`config.mk`:
```
export PLATFORM = sky130hd
export DESIGN_NAME = fc_layer5_reader
export DESIGN_NICKNAME = d
export VERILOG_FILES = /design/src/rtl/fc_layer5_reader.sv
export SDC_FILE = /design/constraint.sdc
export NUM_CORES = 1
export LEC_CHECK = 0
export ABC_AREA = 1
export BUFFER_PORTS_ARGS = -buffer_cell sky130_fd_sc_hd__buf_4
export CAP_MARGIN = 20
export CORE_ASPECT_RATIO = 0.8
export CORE_MARGIN = 10
export CORE_UTILIZATION = 30
export CTS_BUF_LIST = sky130_fd_sc_hd__clkbuf_8
export CTS_CLUSTER_DIAMETER = 40
export DETAILED_ROUTE_END_ITERATION = 10
export PLACE_DENSITY = 0.41
export SETUP_SLACK_MARGIN = 0.05
export SYNTH_ARGS = -nofsm -noshare
export SYNTH_HDL_FRONTEND = slang
export SYNTH_SLANG_ARGS = --single-unit
export TNS_END_PERCENT = 5
```
`constraint.sdc`:
```
create_clock -name clk -period 13.5 [get_ports clk]
set_clock_uncertainty 0.05 [all_clocks]
set_input_delay 4.05 -clock clk [delete_from_list [all_inputs] [get_ports clk]]
set_output_delay 4.05 -clock clk [all_outputs]
set_load 0.05 [all_outputs]
```
`src/rtl/fc_layer5_reader.sv`:
```
// ---------------------------------------------------------------------------
// fc_layer5_reader
//
// Purpose:
//   Consumer end of the pooled layer-4 feature buffers. Once layer 4 has
//   finished, this block streams both L4 output banks (200 pooled values per
//   bank) together with the matching weights from a dual-port weight ROM. It
//   computes one fully-connected dot product per layer-5 neuron and writes
//   each saturated 12-bit result to the L5 output memory.
//
// Ports:
//   clk              clock
//   rst              synchronous, active-high reset
//   L5_en            level enable; held high for the whole run, low aborts
//   L4_read_addr     shared feature address for both L4 banks
//   L4_read_data1    bank-1 feature (kernels 0-7)
//   L4_read_data2    bank-2 feature (kernels 8-15)
//   L5_weight_addra  ROM port a address: out_idx*FEAT_PER_BANK + feat
//   L5_weight_addrb  ROM port b address: WEIGHT_BASE_B + port a address
//   L5_weight_douta  weight paired with the bank-1 feature
//   L5_weight_doutb  weight paired with the bank-2 feature
//   L5_out_addr      index of the neuron being written
//   L5_out_data      saturated neuron result
//   L5_out_wea       one-cycle write strobe per neuron
//   L5_busy          high while streaming, draining or writing
//   L5_done          high once all neurons are written, until L5_en drops
//
// Configuration:
//   L5_RELU_EN  when defined, negative saturated results are written as 0.
//               Timing is identical with or without it.
// ---------------------------------------------------------------------------
module fc_layer5_reader #(
   parameter int DATA_WIDTH    = 12,
   parameter int FEAT_PER_BANK = 200,
   parameter int NUM_OUT       = 120,
   parameter int ACC_WIDTH     = 32,
   parameter int FRAC_BITS     = 8,
   parameter int RD_LAT        = 2,
   parameter int WEIGHT_BASE_B = 24000
) (
   input  logic                  clk,
   input  logic                  rst,
   input  logic                  L5_en,
   output logic [7:0]            L4_read_addr,
   input  logic [DATA_WIDTH-1:0] L4_read_data1,
   input  logic [DATA_WIDTH-1:0] L4_read_data2,
   output logic [15:0]           L5_weight_addra,
   output logic [15:0]           L5_weight_addrb,
   input  logic [DATA_WIDTH-1:0] L5_weight_douta,
   input  logic [DATA_WIDTH-1:0] L5_weight_doutb,
   output logic [6:0]            L5_out_addr,
   output logic [DATA_WIDTH-1:0] L5_out_data,
   output logic                  L5_out_wea,
   output logic                  L5_busy,
   output logic                  L5_done
);

   localparam int PROD_WIDTH = 2 * DATA_WIDTH;
   localparam int DRAIN_W    = (RD_LAT > 1) ? $clog2(RD_LAT) : 1;

   localparam logic [DRAIN_W-1:0] DRAIN_LAST = DRAIN_W'(RD_LAT - 1);
   localparam logic [7:0]         FEAT_LAST  = 8'(FEAT_PER_BANK - 1);
   localparam logic [6:0]         OUT_LAST   = 7'(NUM_OUT - 1);
   localparam logic [15:0]        BASE_B     = 16'(WEIGHT_BASE_B);

   localparam logic signed [ACC_WIDTH-1:0] SAT_MAX = ACC_WIDTH'((2 ** (DATA_WIDTH - 1)) - 1);
   localparam logic signed [ACC_WIDTH-1:0] SAT_MIN = ACC_WIDTH'(-(2 ** (DATA_WIDTH - 1)));

   typedef enum logic [2:0] {
      IDLE,
      STREAM,
      DRAIN,
      WRITE,
      DONE
   } state_t;

   state_t                        state;
   logic [7:0]                    feat;
   logic [6:0]                    out_idx;
   logic [DRAIN_W-1:0]            drain_cnt;
   logic [RD_LAT-1:0]             valid_pipe;
   logic signed [ACC_WIDTH-1:0]   acc;

   logic signed [PROD_WIDTH-1:0]  prod_a;
   logic signed [PROD_WIDTH-1:0]  prod_b;
   logic signed [ACC_WIDTH-1:0]   mac_sum;
   logic signed [ACC_WIDTH-1:0]   acc_shift;
   logic [DATA_WIDTH-1:0]         write_val;
   logic                          valid_out;

   // The feature counter is itself the shared L4 bank address; it is a
   // register, so the address output is glitch-free.
   assign L4_read_addr = feat;

   // Read data arriving this cycle belongs to an address issued RD_LAT
   // cycles ago; the tail of the valid pipe marks it.
   assign valid_out = valid_pipe[RD_LAT-1];

   // Both products are formed at full signed width and sign-extended to the
   // accumulator width before summing, so the accumulator simply wraps.
   always_comb begin
      prod_a  = PROD_WIDTH'($signed(L4_read_data1)) * PROD_WIDTH'($signed(L5_weight_douta));
      prod_b  = PROD_WIDTH'($signed(L4_read_data2)) * PROD_WIDTH'($signed(L5_weight_doutb));
      mac_sum = ACC_WIDTH'(prod_a) + ACC_WIDTH'(prod_b);
   end

   // Fixed-point rescale and clamp into the signed output range; the optional
   // ReLU is applied after the clamp.
   always_comb begin
      acc_shift = acc >>> FRAC_BITS;
      write_val = acc_shift[DATA_WIDTH-1:0];
      if (acc_shift > SAT_MAX) begin
         write_val = SAT_MAX[DATA_WIDTH-1:0];
      end else if (acc_shift < SAT_MIN) begin
         write_val = SAT_MIN[DATA_WIDTH-1:0];
      end
`ifdef L5_RELU_EN
      if (write_val[DATA_WIDTH-1]) begin
         write_val = '0;
      end
`endif
   end

   // Main sequencer: issues one address per cycle while streaming, drains the
   // in-flight reads, then writes the neuron result and moves to the next one.
   // Dropping L5_en anywhere outside IDLE aborts the run back to IDLE.
   always_ff @(posedge clk) begin
      if (rst) begin
         state           <= IDLE;
         feat            <= '0;
         out_idx         <= '0;
         drain_cnt       <= '0;
         valid_pipe      <= '0;
         acc             <= '0;
         L5_weight_addra <= '0;
         L5_weight_addrb <= '0;
         L5_out_addr     <= '0;
         L5_out_data     <= '0;
         L5_out_wea      <= 1'b0;
         L5_busy         <= 1'b0;
         L5_done         <= 1'b0;
      end else if ((state != IDLE) && !L5_en) begin
         state           <= IDLE;
         feat            <= '0;
         out_idx         <= '0;
         drain_cnt       <= '0;
         valid_pipe      <= '0;
         acc             <= '0;
         L5_weight_addra <= '0;
         L5_weight_addrb <= '0;
         L5_out_wea      <= 1'b0;
         L5_busy         <= 1'b0;
         L5_done         <= 1'b0;
      end else begin
         L5_out_wea    <= 1'b0;
         valid_pipe[0] <= (state == STREAM);
         for (int i = 1; i < RD_LAT; i++) begin
            valid_pipe[i] <= valid_pipe[i-1];
         end
         if (valid_out) begin
            acc <= acc + mac_sum;
         end

         case (state)
            IDLE: begin
               if (L5_en) begin
                  state           <= STREAM;
                  feat            <= '0;
                  out_idx         <= '0;
                  L5_weight_addra <= '0;
                  L5_weight_addrb <= BASE_B;
                  L5_busy         <= 1'b1;
                  L5_done         <= 1'b0;
               end
            end

            STREAM: begin
               if (feat == FEAT_LAST) begin
                  state     <= DRAIN;
                  drain_cnt <= '0;
               end else begin
                  feat            <= feat + 8'd1;
                  L5_weight_addra <= L5_weight_addra + 16'd1;
                  L5_weight_addrb <= L5_weight_addrb + 16'd1;
               end
            end

            DRAIN: begin
               if (drain_cnt == DRAIN_LAST) begin
                  state <= WRITE;
               end else begin
                  drain_cnt <= drain_cnt + DRAIN_W'(1);
               end
            end

            WRITE: begin
               acc         <= '0;
               L5_out_data <= write_val;
               L5_out_addr <= out_idx;
               L5_out_wea  <= 1'b1;
               if (out_idx == OUT_LAST) begin
                  state   <= DONE;
                  L5_busy <= 1'b0;
                  L5_done <= 1'b1;
               end else begin
                  // Weight rows are contiguous, so the next neuron's first
                  // weight sits directly after the last one just read.
                  state           <= STREAM;
                  out_idx         <= out_idx + 7'd1;
                  feat            <= '0;
                  L5_weight_addra <= L5_weight_addra + 16'd1;
                  L5_weight_addrb <= L5_weight_addrb + 16'd1;
               end
            end

            DONE: begin
               state <= DONE;
            end

            default: begin
               state <= IDLE;
            end
         endcase
      end
   end

endmodule
```
* Word level (Yosys, flattened, before mapping)
Cells that the tools add are included.
** Cells by class
- $add $sub $neg :: 7
- Multipliers :: 2
- Div/mod/pow operators :: 0
- Magnitude comparators :: 2
- Eq/ne operators :: 12
- Shift operators :: 0
- Multiplexer cells :: 32
- Bitwise gates (word level) :: 1
- Reduce and logical (&&, ||, !) cells :: 15
** Operators by type and width (count)
- 2-to-1 mux 16 bit :: 6
- case mux 16 bit (3 select lines) :: 2
- multiplier 12 x 12 -> 24 bit :: 2
- adder 16 x 1 -> 16 bit, second input constant :: 2
- adder 32 x 25 -> 32 bit :: 1
- adder 24 x 24 -> 25 bit :: 1
- greater-than comparator 24 x 12 -> 1 bit, second input constant :: 1
- < comparator 24 x 12 -> 1 bit, second input constant :: 1
- 2-to-1 mux 12 bit :: 2
- 2-to-1 mux 8 bit :: 3
- case mux 8 bit (3 select lines) :: 1
- case mux 3 bit (5 select lines) :: 1
- 2-to-1 mux 7 bit :: 2
- case mux 7 bit (2 select lines) :: 1
- 2-to-1 mux 3 bit :: 4
- != test 2 bit, second input constant :: 5
- AND reduction 3 bit :: 3
- adder 8 x 1 -> 8 bit, second input constant :: 1
- == test 8 bit, second input constant :: 1
- adder 7 x 1 -> 7 bit, second input constant :: 1
- == test 7 bit, second input constant :: 1
- 2-to-1 mux 1 bit :: 7
- == test 3 x 2 -> 1 bit, second input constant :: 2
- case mux 1 bit (2 select lines) :: 3
- 14 further kinds :: 17
** Word-level totals
- Flip-flop bits (word level) :: 107
- Bits in latches :: 0
- Memory bits (writable) :: 0
- ROM bits :: 0
- Output and inout port bits :: 62
- Memories kept :: 0

* Logic depth before layout (Yosys ltp)
Gate-level depths: netlist of the first run.
- Depth after elaboration :: 4
- Mapped depth :: 30

* Worst setup path before layout of the first run
OpenSTA, ideal clock, no wires.
- Kind :: input to register
- Start point :: input L4_read_data2[11]
- End point :: register acc[31]
- Library setup time :: 0.109 ns
- Arrival :: 10.170 ns
- Path slack :: 3.171 ns
- Cell stages on the path :: 25
- Cell sequence :: clkbuf_1 > nand2_1 > fa_1 > fa_1 > fa_1 > inv_1 > fa_1 > inv_1 > fa_1 > inv_1 > fa_1 > inv_1 > fa_1 > inv_1 > ha_1 > nand2_1 > nor2_1 > and2_1 > and2_1 > nand2_1 > nand2_1 > nand2_1 > nand3_1 > nand2_1 > inv_1
** Between the ends
- Cells in the longest elaborated chain, start to end :: 3
** RTL lines
- start: declaration :: line 46 : input logic [DATA_WIDTH-1:0] L4_read_data2,
- multiplier 12 x 12 -> 24 bit :: line 103 : prod_b = PROD_WIDTH'($signed(L4_read_data2)) * PROD_WIDTH'($signed(L5_weight_doutb));
- adder 24 x 24 -> 25 bit :: line 104 : mac_sum = ACC_WIDTH'(prod_a) + ACC_WIDTH'(prod_b);
- adder 32 x 25 -> 32 bit :: line 161 : acc <= acc + mac_sum;
- end signal: assignment :: line 161
- end: declaration :: line 82 : logic signed [ACC_WIDTH-1:0] acc;
Every way passes these cells.
A chain may end at the register's enable or synchronous reset.

* Final worst setup path of the first run
Same ends and word-level chain as after synthesis.

==> flow_metrics.tcl, run 1 <==
set metrics [dict create \
    setup.worst_path.start_class "input port" \
    drt_wl_total_um 54900 \
    worstPathRequired_ps 13820 \
    coreArea_um2 64100 \
    seq_area_frac_synth_pct 11.1 \
    place_inst 3416 \
    ys.flop_type "dfxtp_1" \
    hold_buffers 0 \
    placementRows 83 \
    final_antenna_net_count 0 \
    start_util_pct 30.2 \
    fin_nets 3127 \
    whs_ps 368 \
    drv_cap 0 \
    synth-edff-count 0 \
    ys_seq_elements 107 \
    wl_per_cell_um 16.0 \
    netlist_area_um2 19400 \
    grt_busiest_layer "met1" \
    fin_cells 3433 \
    htreeDepth 3 \
    grt_usage_pct 15.0 \
    die_h_um 247 \
    syn_inst 2527 \
    root_buffer "clkbuf_8" \
    met2_usage_pct 22.3 \
    tns_ps 0 \
    fill_cells 6878 \
    hold_path.class "reg2reg" \
    die_width_um 304 \
    antenna_found_initial 2 \
    dieArea_um2 75200 \
    place_area_um2 20900 \
    first_global_vias 15900 \
    min_period_over_period_pct 76.9 \
    multi_input_area_um2 14100 \
    drt_first_iter_violations 857 \
    dp_hpwl_um 48300 \
    register_area_um2 2140 \
    ctsResizeCount 0 \
    min_period_ps 10380 \
    arrival_ps 10710 \
    worstMarginPinSlew_ps 958 \
    drtPass1Iterations 5 \
    port_buffers 112 \
    relSlewSlack_pct 35.9 \
    cts_buffers 9 \
    post_cts_buffers 0 \
    status "completed" \
    remaining_drc_errors 0 \
    setup_violations 0 \
    num_vias 15100 \
    clkSlewWorstSetupHoldPaths_ps 140 \
    report.final.slew_viol_count 0 \
    worst-setup-path-type "in2reg" \
    grt_max_degree 46 \
    yosys-top-cells-area "fa_1 39%, inv_1 14%, nand2_1 12%" \
    grt_pass1_wl_um 89600 \
    pin_count 113 \
    grt_util_met1_pct 22.7 \
    synth_cell_types 44 \
    drive_above_1_share_pct 7.01 \
    cts_tree "built" \
    synth_top_area_share_pct 39.5 \
    grt-ovfl-total 0 \
    synth_top_area_cell "fa_1" \
    crit_path_end_kind "register" \
    rsz0062_at_grt "false" \
    max_freq_ghz 0.0963 \
    clk_latency_ps 450 \
    clkSinkCount 107 \
    async_flop_share_pct 0 \
    clockBufferDepth 2 \
    grtUsageMet3_pct 2.37 \
    synth_area_per_cell_um2 7.66 \
    final_cell_area_um2 21100 \
    syn_nets 3077 \
    syn_to_final_growth_pct 9.16 \
    path_max_fanout 12 \
    finalHoldViolCount 0 \
    vias_per_cell 4.39 \
    gp_congestion 0.876 \
    yosys_warnings 0 \
    min_path_cells 2 \
    ff2ff_path_depth 22 \
]
==> kinds of logic (layout without fill, tap and decap cells) <==
kind of cell / after synthesis / count (layout) / share of synthesized area (%)
buf+inv: 818 / 873 / 16.3
other cells: 0 / 1 / 0
fa+ha+maj: 499 / 499 / 47.0
compound gates: 164 / 164 / 4.59
xor+xnor: 27 / 27 / 1.22
flops: 107 / 107 / 11.1
simple gates: 912 / 912 / 19.8
==> final timing paths <==
check / from / end / slack [ps]
worst max-delay path: L4_read_data2[11] / acc[31]$_SDFFE_PP0P_ / 3120
worst max register to register: acc[11]$_SDFFE_PP0P_ / acc[19]$_SDFFE_PP0P_ / 7830
worst min register to register: valid_pipe[0]$_SDFF_PP0_ / valid_pipe[1]$_SDFF_PP0_ / 370
worst min-delay path: valid_pipe[0]$_SDFF_PP0_ / valid_pipe[1]$_SDFF_PP0_ / 370
==> cells in the final DEF, fill, tap and decap left out, types with 2 or more instances in the layout <==
master	count
a211oi_1	2
a21oi_1	109
a31o_2	6
and2_1	3
buf_4	117
clkbuf_8	9
dfxtp_1	107
fa_1	382
ha_1	117
inv_1	732
inv_2	7
inv_8	3
nand2_1	628
nand2_2	3
nand2_4	2
nand3_1	74
nand3b_1	5
nand4_1	39
nor2_1	104
nor2_2	3
nor2_4	4
nor3_1	21
nor3_2	3
nor3b_2	2
nor4_1	4
o21ai_0	32
o21ai_1	2
o21bai_1	5
or2_2	13
xnor2_1	8
xor2_1	19
==> routing by layer <==
layer | wire length [µm] | up-vias
met3 | 2350 | 28
met1 | 29000 | 7378
met5 | 10 | -
met4 | 456 | 2
li1 | - | 7404
met2 | 23100 | 264
==> state kept, by name, summed over array words and instances (netlist names) <==
register,flops
L5_weight_addrb,16
L5_out_data,12
acc,32
L4_read_addr,8
L5_weight_addra,16
L5_busy,1
L5_done,1
out_idx,7
L5_out_wea,1
state,3
valid_pipe,2
drain_cnt,1
L5_out_addr,7
==> through the flow <==
stage	util [%]	worst slack, ps
final	33.0	3120
after global routing	33.0	2700
after floorplan	-	3170
after detailed placement	32.7	2610
after global placement	32.7	2640
after CTS	33.0	3100
==> cell type report <==
| type | count | share of cell area (%) |
|---|---|---|
| flip-flops and latches | 107 | 10.1 |
| repair buffers | 117 | 4.15 |
| diodes | 1 | 0.0118 |
| multi-input cells | 1602 | 66.6 |
| inverters | 740 | 13.1 |
| clock buffers | 9 | 0.586 |
| clock inverters | 7 | 0.355 |
| well taps | 850 | 5.03 |
==> worst max-delay path, stage by stage <==
cell,delay (ps)
buf_4,170
nand2_1,120
fa_1,920
fa_1,550
fa_1,580
inv_1,100
fa_1,670
inv_1,90
fa_1,790
inv_1,190
fa_1,550
inv_1,50
fa_1,520
inv_1,40
ha_1,370
nand2_1,170
nor2_1,70
and2_1,160
and2_1,150
nand2_1,80
nand2_1,50
nand2_1,60
nand3_1,60
nand2_1,70
inv_1,30
==> cells in the mapped netlist, drive strengths merged (2+ instances only) <==
cell type,number
o21bai,5
nor3b,3
clkbuf,62
inv,740
nand3,74
xor2,19
nand3b,5
fa,382
and2,3
nand2,633
o21ai,35
dfxtp,107
ha,117
a211oi,2
a21oi,110
nor2,112
xnor2,8
or2,13
nor3,25
nor4,4
nand4,39
a31o,6
buf,16
Power of run 1 is left out: the tool's default activity adds up to more than one toggle a clock period on the data nets, which glitch-free logic cannot reach.
==> run 2: changes to the inputs <==
==> constraint.sdc (replaced) <==
create_clock -name clk -period 10 [get_ports clk]
set_clock_uncertainty 0.05 [all_clocks]
set_input_delay 3 -clock clk [delete_from_list [all_inputs] [get_ports clk]]
set_output_delay 3 -clock clk [all_outputs]
set_load 0.05 [all_outputs]
==> run 2 against run 1 <==
Hold slack gained 11 ps. Core utilization barely moved. Final cell count up 0.12%. Sequential cell count did not move. Register-to-register slack got worse by 3300 ps. Die area did not move. Routed wire length rose by 0.90%. Critical path type unchanged. First-iteration DRC count is 7.7% lower. Sequential share of layout area barely moved. Via count barely moved. Clock-buffer cell count is the same.
==> flow_metrics.tcl, run 2 (synthesis gave the netlist of run 1 again) <==
set metrics [dict create \
    worstMarginPinSlew_ps 1040 \
    drt_first_iter_violations 791 \
    grt_max_degree 46 \
    first_global_vias 15800 \
    gp_congestion 0.890 \
    antenna_cells 0 \
    r2r-end "acc[18]$_SDFFE_PP0P_" \
    remaining_drc_errors 0 \
    setup_violations 0 \
    crit_path_end_kind "register" \
    grt-ovfl-total 0 \
    reg_top3 "acc x32, L5_weight_addra x16, L5_weight_addrb x16" \
    clkSinkCount 107 \
    min_path_cells 2 \
    worstPathRequired_ps 10300 \
    final_cell_area_um2 21200 \
    vias_per_cell 4.38 \
    hold_path.class "reg2reg" \
    final_common_cell "inv_1" \
    cts_buffers 9 \
    placementRows 83 \
    antenna_found_initial 0 \
    clockBufferDepth 2 \
    pin_count 113 \
    path_max_fanout 12 \
    root_buffer "clkbuf_8" \
    layout_common_cells "732 x inv_1, 628 x nand2_1, 382 x fa_1, 122 x buf_4, 117 x ha_1" \
    coreArea_um2 64100 \
    syn_to_final_growth_pct 9.30 \
    rsz0062_at_grt "false" \
    min_period_ps 9040 \
    worst-setup-path-type "in2reg" \
    wl_per_cell_um 16.1 \
    dieArea_um2 75200 \
    report.final.slew_viol_count 0 \
    drv_cap 0 \
    r2r-start "acc[11]$_SDFFE_PP0P_" \
    place_area_um2 21000 \
    finalHoldViolCount 0 \
    die_width_um 304 \
    htreeDepth 3 \
    arrival_ps 9330 \
    max_freq_ghz 0.111 \
    ff2ff_path_depth 21 \
    start_util_pct 30.2 \
    worstHoldStart "valid_pipe[0]$_SDFF_PP0_" \
    grt_usage_pct 15.1 \
    relSlewSlack_pct 30.5 \
    grt_pass1_wl_um 90600 \
    ctsResizeCount 0 \
    fin_cells 3437 \
    post_cts_buffers 0 \
    clkSlewWorstSetupHoldPaths_ps 120 \
    hold_buffers 0 \
    drive_above_1_share_pct 7.19 \
    num_vias 15100 \
    min_period_over_period_pct 90.4 \
    port_buffers 112 \
    post-route-util_pct 33.0 \
    tns_ps 0 \
    drt_wl_total_um 55400 \
    hold_end "valid_pipe[1]$_SDFF_PP0_" \
    r2r_slack_ps 4550 \
    place_inst 3421 \
    die_h_um 247 \
    fin_nets 3132 \
    setup.worst_path.start_class "input port" \
    clk_latency_ps 460 \
    final_antenna_net_count 0 \
    top_register "acc" \
    dp_hpwl_um 48500 \
    largest_register_ffs 32 \
    drtPass1Iterations 5 \
    status "completed" \
    cts_tree "built" \
]
## run 2: cell types whose count changed in the layout (fill, tap and decap cells not counted)
cell        before  now
buf_4          117  122
clkinvlp_4       1    3
inv_8            3    1
clkinv_4         1    0
diode_2          1    0
inv_6            1    2
## run 2: cell type report
cell class / count / area (µm²)
Fill cell: 6901 / 42900
Multi-Input combinational cell: 1602 / 14100
Inverter: 740 / 2780
Sequential cell: 107 / 2140
Tap cell: 850 / 1060
Timing Repair Buffer: 122 / 916
Clock buffer: 9 / 124
Clock inverter: 7 / 67.6
## run 2: worst max path at each step
stage	to	slack (ps)	start	depth (start not counted)
6_report	acc[29]$_SDFFE_PP0P_	960	L4_read_data2[11]	25
3_3_place_gp	acc[23]$_SDFFE_PP0P_	490	L5_weight_douta[0]	24
3_5_place_dp	acc[23]$_SDFFE_PP0P_	480	L5_weight_douta[0]	24
2_1_floorplan	acc[31]$_SDFFE_PP0P_	720	L4_read_data2[11]	25
4_1_cts	acc[23]$_SDFFE_PP0P_	960	L5_weight_douta[0]	24
5_1_grt	acc[28]$_SDFFE_PP0P_	570	L4_read_data2[11]	24
## run 2: per-stage QoR
stage	worst slack [ps]	hold slack [ps]
final	963	378
after global routing	570	394
after CTS	955	385
after detailed placement	482	366
after global placement	490	372
after floorplan	721	344
## run 2: routing by layer
layer	GRT usage, %	wire (µm)
met5	0	0
met4	1.97	432
met3	2.39	2400
met2	22.3	23400
met1	23.0	29200
## run 2: worst max-delay path: stages
cell,delay [ps]
buf_4,170
nand2_1,120
fa_1,790
fa_1,540
fa_1,610
inv_1,110
fa_1,650
inv_1,90
fa_1,640
inv_1,140
fa_1,550
inv_1,50
fa_1,530
inv_1,40
ha_1,340
nand2_1,170
nor2_1,70
nor2_1,90
nand2_1,60
a21oi_1,250
nand2_1,80
nand2_1,60
nand3_1,60
nand2_1,80
inv_1,40
Power of run 2 is left out for the same reason.
==> run 3: changes to the inputs <==
--- a/config.mk
+++ b/config.mk
@@ -10,11 +10,11 @@
 export CAP_MARGIN = 20
 export CORE_ASPECT_RATIO = 0.8
 export CORE_MARGIN = 10
-export CORE_UTILIZATION = 30
+export CORE_UTILIZATION = 48
 export CTS_BUF_LIST = sky130_fd_sc_hd__clkbuf_8
 export CTS_CLUSTER_DIAMETER = 40
 export DETAILED_ROUTE_END_ITERATION = 10
-export PLACE_DENSITY = 0.41
+export PLACE_DENSITY = 0.61
 export SETUP_SLACK_MARGIN = 0.05
 export SYNTH_ARGS = -nofsm -noshare
 export SYNTH_HDL_FRONTEND = slang
==> run 3 against run 2 <==
Die area shrank 35%. Hold slack worse by 7.1 ps. Worst setup slack gained 1.0 ps. Non-clock buffer count decreased by 1. Via count grew 2.0%. Largest cell class unchanged. Critical endpoint is now acc[28]$_SDFFE_PP0P_. Register-to-register slack gained 110 ps. Core utilization up 19 points. Critical path depth rose by 1. Routed wire length decreased by 8.2%. Final cell count fell by 9.2%. Clock-buffer cell count is the same.
==> flow_metrics.tcl, run 3 (synthesis gave the netlist of run 1 again) <==
set metrics [dict create \
    post-route-util_pct 52.5 \
    arrival_ps 9350 \
    drive_above_1_share_pct 7.15 \
    grt_pass1_wl_um 84700 \
    clk_latency_ps 450 \
    hold_path.class "reg2reg" \
    path_max_fanout 13 \
    place_inst 3106 \
    die_h_um 200 \
    crit_top_cell "inv_1" \
    worst-path-stages 26 \
    syn_to_final_growth_pct 7.40 \
    drt_wl_total_um 50900 \
    ctsResizeCount 0 \
    reg_top3 "acc x32, L5_weight_addra x16, L5_weight_addrb x16" \
    ff2ff_path_depth 21 \
    min_path_cells 2 \
    crit_family "adder cells" \
    largest_register_ffs 32 \
    post_cts_buffers 0 \
    rsz0062_at_grt "false" \
    port_buffers 112 \
    dp_hpwl_um 44500 \
    antenna_cells 0 \
    fin_cells 3122 \
    start_util_pct 48.9 \
    top_register "acc" \
    clockBufferDepth 2 \
    worstPathRequired_ps 10320 \
    final_antenna_net_count 0 \
    first_global_vias 15900 \
    min_period_ps 9040 \
    cts_buffers 9 \
    layout_common_cells "732 x inv_1, 628 x nand2_1, 382 x fa_1, 120 x buf_4, 117 x ha_1" \
    cp_slowest_cell "fa_1" \
    status "completed" \
    max_freq_ghz 0.111 \
    remaining_drc_errors 0 \
    grt-ovfl-total 0 \
    worst-setup-path-type "in2reg" \
    drt_first_iter_violations 990 \
    finalHoldViolCount 0 \
    clkSlewWorstSetupHoldPaths_ps 130 \
    report.final.slew_viol_count 0 \
    dieArea_um2 48800 \
    setup.worst_path.start_class "input port" \
    crit_path_end_kind "register" \
    die_width_um 245 \
    clkSinkCount 107 \
    drtPass1Iterations 5 \
    final_common_cell "inv_1" \
    coreArea_um2 39600 \
    pin_count 113 \
    tns_ps 0 \
    min_period_over_period_pct 90.4 \
    vias_per_cell 4.92 \
    cp.buffers_inverters 9 \
    placementRows 65 \
    hold_buffers 0 \
    drv_cap 0 \
    htreeDepth 3 \
    antenna_found_initial 0 \
    num_vias 15400 \
    setup_violations 0 \
    gp_congestion 0.940 \
    r2r_slack_ps 4660 \
    grt_max_degree 46 \
    worstMarginPinSlew_ps 952 \
    wl_per_cell_um 16.3 \
    cts_tree "built" \
    grt_usage_pct 21.8 \
    critPathMaxStageDelay_ps 650 \
    fin_nets 3131 \
    root_buffer "clkbuf_8" \
    relSlewSlack_pct 36.4 \
]
-- run 3: changes by cell type in the layout (fill, tap and decap cells not counted) --
| cell | previous run | this run |
|---|---|---|
| buf_16 | 0 | 1 |
| clkinvlp_4 | 3 | 0 |
| inv_12 | 0 | 1 |
| buf_4 | 122 | 120 |
| clkinv_4 | 0 | 3 |
| inv_6 | 2 | 1 |
-- run 3: path summary, 6_finish.rpt --
| check | from | to |
|---|---|---|
| setup / recovery | L5_weight_douta[11] | acc[28]$_SDFFE_PP0P_ |
| hold / removal | valid_pipe[0]$_SDFF_PP0_ | valid_pipe[1]$_SDFF_PP0_ |
| setup reg to reg | acc[11]$_SDFFE_PP0P_ | acc[17]$_SDFFE_PP0P_ |
| hold reg to reg | valid_pipe[0]$_SDFF_PP0_ | valid_pipe[1]$_SDFF_PP0_ |
-- run 3: final cells by class --
type,instances,area [µm²]
clock buffers,9,124
clock inverters,7,78.8
fillers,3882,18800
inverters,740,2780
multi-input cells,1602,14100
flip-flops and latches,107,2140
well taps,536,671
repair buffers,121,928
-- run 3: metrics by stage --
step | area, µm² | hold slack, ps | worst slack (ps)
after floorplan | 19400 | 344 | 721
after global placement | 20600 | 350 | 583
after detailed placement | 20600 | 357 | 549
after CTS | 20800 | 374 | 1020
after global routing | 20800 | 402 | 644
final | 20800 | 371 | 964
-- run 3: tightest hold or removal path, stage by stage (launching register included) --
cell and delay (ps):
dfxtp_1 320, inv_1 40, nor2_1 30
-- run 3: metal layers --
metal / part of all wire, % / up-vias / track usage [%]
li1: - / 7395 / -
met1: 48 / 7505 / 31.7
met2: 43 / 436 / 32.8
met3: 7.9 / 29 / 5.26
met4: 0.73 / 2 / 3.08
met5: 0.20 / - / 1.67
Power of run 3 is left out for the same reason.
